<file path="src/rtl/fetch_unit.sv">
// Single-outstanding instruction fetch unit with redirect/kill handling.
// Optional retired-instruction counter enabled by macro FETCH_PERF_CNT_EN.
module fetch_unit #(
  parameter logic [31:0] RESET_PC    = 32'h0000_0000,
  parameter int unsigned MEM_LAT_MAX = 8
) (
  input  logic        clk,
  input  logic        rst,
  output logic        mem_req,
  output logic [31:0] mem_addr,
  input  logic        mem_ack,
  input  logic [31:0] mem_rdata,
  output logic        inst_valid,
  input  logic        inst_ready,
  output logic [31:0] inst_data,
  output logic [31:0] inst_pc,
  input  logic        redirect_valid,
  input  logic [31:0] redirect_pc,
  output logic [31:0] fetch_count
);

  typedef enum logic [1:0] {IDLE, REQ, KILL, HOLD} state_t;

  state_t      state_q, state_d;
  logic [31:0] pc_q, pc_d;
  logic [31:0] kill_addr_q, kill_addr_d;
  logic [31:0] inst_data_q, inst_data_d;
  logic [31:0] inst_pc_q, inst_pc_d;
  logic [31:0] redir_tgt;

  assign redir_tgt = {redirect_pc[31:2], 2'b00};

  always_comb begin
    state_d     = state_q;
    pc_d        = pc_q;
    kill_addr_d = kill_addr_q;
    inst_data_d = inst_data_q;
    inst_pc_d   = inst_pc_q;
    case (state_q)
      IDLE: begin
        if (redirect_valid) pc_d = redir_tgt;
        state_d = REQ;
      end
      REQ: begin
        if (mem_ack) begin
          if (redirect_valid) begin
            pc_d    = redir_tgt;
            state_d = REQ;
          end else begin
            inst_data_d = mem_rdata;
            inst_pc_d   = pc_q;
            state_d     = HOLD;
          end
        end else if (redirect_valid) begin
          // pc moves on, but the in-flight address must stay on the bus
          kill_addr_d = pc_q;
          pc_d        = redir_tgt;
          state_d     = KILL;
        end
      end
      KILL: begin
        if (redirect_valid) pc_d = redir_tgt;
        if (mem_ack) state_d = REQ;
      end
      HOLD: begin
        if (redirect_valid) begin
          pc_d    = redir_tgt;
          state_d = REQ;
        end else if (inst_ready) begin
          pc_d    = inst_pc_q + 32'd4;
          state_d = REQ;
        end
      end
      default: state_d = IDLE;
    endcase
  end

  always_ff @(posedge clk or posedge rst) begin
    if (rst) begin
      state_q     <= IDLE;
      pc_q        <= RESET_PC;
      kill_addr_q <= '0;
      inst_data_q <= '0;
      inst_pc_q   <= '0;
    end else begin
      state_q     <= state_d;
      pc_q        <= pc_d;
      kill_addr_q <= kill_addr_d;
      inst_data_q <= inst_data_d;
      inst_pc_q   <= inst_pc_d;
    end
  end

  always_comb begin
    mem_req  = (state_q == REQ) || (state_q == KILL);
    mem_addr = '0;
    if (state_q == REQ)  mem_addr = pc_q;
    if (state_q == KILL) mem_addr = kill_addr_q;
  end

  assign inst_valid = (state_q == HOLD);
  assign inst_data  = inst_data_q;
  assign inst_pc    = inst_pc_q;

`ifdef FETCH_PERF_CNT_EN
  logic [31:0] fetch_count_q, fetch_count_d;
  logic        handshake;

  // A redirect coinciding with inst_ready still retires the held instruction
  always_comb begin
    handshake     = (state_q == HOLD) && inst_ready;
    fetch_count_d = fetch_count_q + {31'd0, handshake};
  end

  always_ff @(posedge clk or posedge rst) begin
    if (rst) fetch_count_q <= '0;
    else     fetch_count_q <= fetch_count_d;
  end

  assign fetch_count = fetch_count_q;
`else
  assign fetch_count = '0;
`endif

endmodule

</file>
<file path="config.mk">
export PLATFORM = sky130hd
export DESIGN_NAME = fetch_unit
export DESIGN_NICKNAME = d
export VERILOG_FILES = /design/src/rtl/fetch_unit.sv
export SDC_FILE = /design/constraint.sdc
export NUM_CORES = 1
export LEC_CHECK = 0
export BUFFER_PORTS_ARGS = -buffer_cell sky130_fd_sc_hd__buf_4
export CAP_MARGIN = 20
export CORE_ASPECT_RATIO = 0.8
export CORE_MARGIN = 2
export CORE_UTILIZATION = 52
export CTS_CLUSTER_SIZE = 24
export DETAILED_ROUTE_END_ITERATION = 7
export GPL_TIMING_DRIVEN = 1
export PLACE_DENSITY = 0.78
export SLEW_MARGIN = 20
export SYNTH_ARGS = -nofsm -noshare
export SYNTH_HDL_FRONTEND = slang
export SYNTH_SLANG_ARGS = --single-unit
</file>
<file path="constraint.sdc">
create_clock -name clk -period 4.6 [get_ports clk]
set_clock_uncertainty 0.15 [all_clocks]
set_input_delay 0.23 -clock clk [delete_from_list [all_inputs] [get_ports clk]]
set_output_delay 0.23 -clock clk [all_outputs]
set_load 0.1 [all_outputs]
</file>
==> run summary <==
## Run status
• completed — outcome

## Timing
• 0 — setup-violating endpoint count in the final report
• 0 ns — setup tns final
• 1.335 ns — final worst slack
• 0.3063 GHz — FMAX
• no — unrepaired setup endpoints after global routing
• 1.006 ns — transition time of the tightest slew-check pin
• 0.3295 — Worst slew margin
• 0 — Slew Limit Fails
• 0.7098 — Period Utilization, post-route
• 3.265 ns — fin crit period
• 0 — count of final hold-check violations

## Clocking
• 0.41 ns — source-to-sink clock delay at the later pin of the worst-skew pair
• 130 — TritonCTS sink count
• 0 — number of post-CTS setup repair buffers
• 0 — number of resized instances in the post-cts repair step
• sky130_fd_sc_hd__clkbuf_16 — clock tree root buffer cell
• 17 — TritonCTS Buffers
• 57 — hold buffer count at cts
• built — clock tree from TritonCTS
• 0.06 ns — clock slew seen by the registers of the worst setup and hold paths
• 4 — htree depth
• 2 — clock tree buffer depth

## Synthesis
• 38 — number of distinct library cells after synthesis
• 10.57 um^2 — average cell area after synthesis
• 6386 um^2 — post-synth design cell area
• 1.000 — proportion of register bits with asynchronous set or reset after synthesis
• 0 — Post-synth EDFFs
• 130 — Seq cells post-synth
• 0 — YS warnings
• sky130_fd_sc_hd__dfrtp_1 — leading register cell type out of synthesis
• 604 — synthesized instance count
• 0.5094 — Seq/Total Area, Yosys

## Finish
• 890 — net total in the final layout
• 816 — count of filler cells inserted in the layout
• 0 — ant diodes
• 36.83% — area added between synthesis and finish
• 0.3647 — proportion of layout cells with a drive suffix above 1

## GRT
• 0.2740 — overall track demand over capacity in global routing
• 0 — antenna violations before repair
• 27,720 um — wire length of the first global-routing pass
• 69 — maximum number of pins on one net before global-route repair
• 0 — remaining global-route overflow
• 5,459 — via count of the first global-routing pass

## Drt
• 0 — post-route ant nets
• 5.449 — via count normalized by instance count
• 18.13 um — drt wl/cell
• 330 — DRC marker count from the first detailed-route iteration
• 5,340 — Via Count
• 4 — length of the first detailed-routing pass in iterations
• 0 — number of remaining DRC errors
• 17,770 um — final wirelength

## Placed design
• 0.8253 — Placer Congestion
• 1.603 ns — Setup WS pre-CTS
• 10,800 um — detailed-placement wirelength estimate
• 164 — number of input and output port buffers inserted

## Flow run
• 0 — total of max-cap violations

## Die
• 127.9 um — width of the chip
• 103.1 um — die height
• 13,190 um^2 — floorplan die area
• 0.5290 — initial cell density of the core
• 12,070 um^2 — Placeable Area
• 199 — Ports
• 36 — number of core rows

## Worst setup path
• 19 — Critical Path Fanout Max
• primary output — Critical Path End Type
• 4.22 ns — Worst Path Required
• register — startpoint kind of the worst setup timing path
• register to primary output — Critical Setup Path Class
• 2.89 ns — crit path DAT

## Min path
• primary input to register — HP Class

[routing by layer]
| metal | share of wire | routed length [um] | track usage | vias to the layer above |
|---|---|---|---|---|
| met5 | 0 | 0 | 0 | - |
| met4 | 0.029 | 511 | 0.1116 | 0 |
| met3 | 0.064 | 1139 | 0.07888 | 45 |
| met2 | 0.50 | 8946 | 0.4611 | 224 |
| met1 | 0.40 | 7172 | 0.3377 | 2633 |
| li1 | - | - | - | 2438 |
[Yosys cell counts (5+ instances only)]
cell / count / area, um^2
sky130_fd_sc_hd__nand2_1: 118 / 442.9
sky130_fd_sc_hd__a21oi_1: 13 / 65.06
sky130_fd_sc_hd__ha_1: 5 / 62.56
sky130_fd_sc_hd__o221ai_1: 13 / 113.9
sky130_fd_sc_hd__mux2_2: 95 / 1070
sky130_fd_sc_hd__dfrtp_1: 130 / 3253
sky130_fd_sc_hd__xor2_1: 18 / 157.7
sky130_fd_sc_hd__nand4_1: 9 / 56.30
sky130_fd_sc_hd__nor2_1: 24 / 90.09
sky130_fd_sc_hd__o21ai_0: 45 / 225.2
sky130_fd_sc_hd__buf_1: 10 / 37.54
sky130_fd_sc_hd__nand3_1: 12 / 60.06
sky130_fd_sc_hd__xnor2_1: 9 / 78.83
sky130_fd_sc_hd__inv_1: 9 / 33.78
sky130_fd_sc_hd__clkbuf_1: 22 / 82.58
sky130_fd_sc_hd__o31ai_1: 5 / 37.54
sky130_fd_sc_hd__and3_1: 6 / 37.54
sky130_fd_sc_hd__buf_4: 32 / 240.2
[stage by stage]
step / hold slack [ns] / util / instance area (um^2) / std cells
after floorplan: 0.1691 / - / 6502 / 635
after global placement: 0.1674 / 0.6323 / 7632 / 892
final: 0.006379 / 0.7239 / 8738 / 980
after CTS: 0.003991 / 0.7231 / 8728 / 980
after detailed placement: 0.1853 / 0.6323 / 7632 / 892
after global routing: 0.02813 / 0.7239 / 8738 / 980
[critical path, stage by stage, from the launching register on]
cell and delay, ns:
sky130_fd_sc_hd__dfrtp_1 0.46, sky130_fd_sc_hd__inv_1 0.13, sky130_fd_sc_hd__ha_1 0.76, sky130_fd_sc_hd__buf_4 0.40, sky130_fd_sc_hd__nand2_1 0.08, sky130_fd_sc_hd__o21ai_0 0.28, sky130_fd_sc_hd__buf_4 0.36
[path summary, 6_finish.rpt]
path / slack [ns] / to / cells past startpoint / startpoint
worst min register to register: 0.35 / kill_addr_q[18]$_DFFE_PP0P_ / 1 / kill_addr_q[18]$_DFFE_PP0P_
max in group asynchronous: 2.85 / kill_addr_q[3]$_DFFE_PP0P_ / 4 / rst
min in group asynchronous: 0.31 / inst_data[0]$_DFFE_PP0P_ / 3 / rst
worst max register to register: 1.42 / inst_data[22]$_DFFE_PP0P_ / 4 / state_q[1]$_DFFE_PP0P_
worst min-delay path: 0.006 / pc_q[10]$_DFFE_PP0P_ / 3 / redirect_pc[10]
worst max-delay path: 1.33 / mem_addr[21] / 6 / state_q[1]$_DFFE_PP0P_
[sequential cells by signal, indices dropped and copies added (netlist names)]
register and flops:
inst_pc 32, pc_q 32, inst_data 32, state_q 2, kill_addr_q 32
[layout by cell type, fill, tap and decap left out, types with 3 or more instances in the layout]
cell type,n
sky130_fd_sc_hd__a21oi_1,12
sky130_fd_sc_hd__and3_1,6
sky130_fd_sc_hd__buf_4,170
sky130_fd_sc_hd__clkbuf_1,4
sky130_fd_sc_hd__clkbuf_16,17
sky130_fd_sc_hd__clkbuf_8,4
sky130_fd_sc_hd__clkinv_2,6
sky130_fd_sc_hd__conb_1,32
sky130_fd_sc_hd__dfrtp_1,130
sky130_fd_sc_hd__dlygate4sd3_1,57
sky130_fd_sc_hd__ha_1,4
sky130_fd_sc_hd__inv_1,8
sky130_fd_sc_hd__mux2_2,95
sky130_fd_sc_hd__mux2i_1,3
sky130_fd_sc_hd__nand2_1,118
sky130_fd_sc_hd__nand3_1,11
sky130_fd_sc_hd__nand4_1,9
sky130_fd_sc_hd__nor2_1,24
sky130_fd_sc_hd__nor3_1,3
sky130_fd_sc_hd__o21ai_0,45
sky130_fd_sc_hd__o21ai_1,3
sky130_fd_sc_hd__o221ai_1,13
sky130_fd_sc_hd__o31ai_1,5
sky130_fd_sc_hd__xnor2_1,9
sky130_fd_sc_hd__xor2_1,18
[kinds of logic after synthesis]
group,count (synthesis),synth area share
other cells,1,0.0005872
fa+ha+maj,5,0.009796
flops,130,0.5094
compound gates,83,0.07602
simple gates,185,0.1307
xor+xnor,27,0.03703
buf+inv,74,0.06250
mux,99,0.1740
[layout make-up]
cell class	count	area [um^2]	share of cell area
flip-flops and latches	130	3253	0.3723
multi-input cells	431	2887	0.3303
repair buffers	227	1847	0.2113
clock buffers	25	495.5	0.05670
well taps	152	190.2	0.02176
inverters	9	36.28	0.004152
clock inverters	6	30.03	0.003436
Power is not shown: default switching activity piles up to over one toggle a cycle in this logic, so the estimate is an artifact.
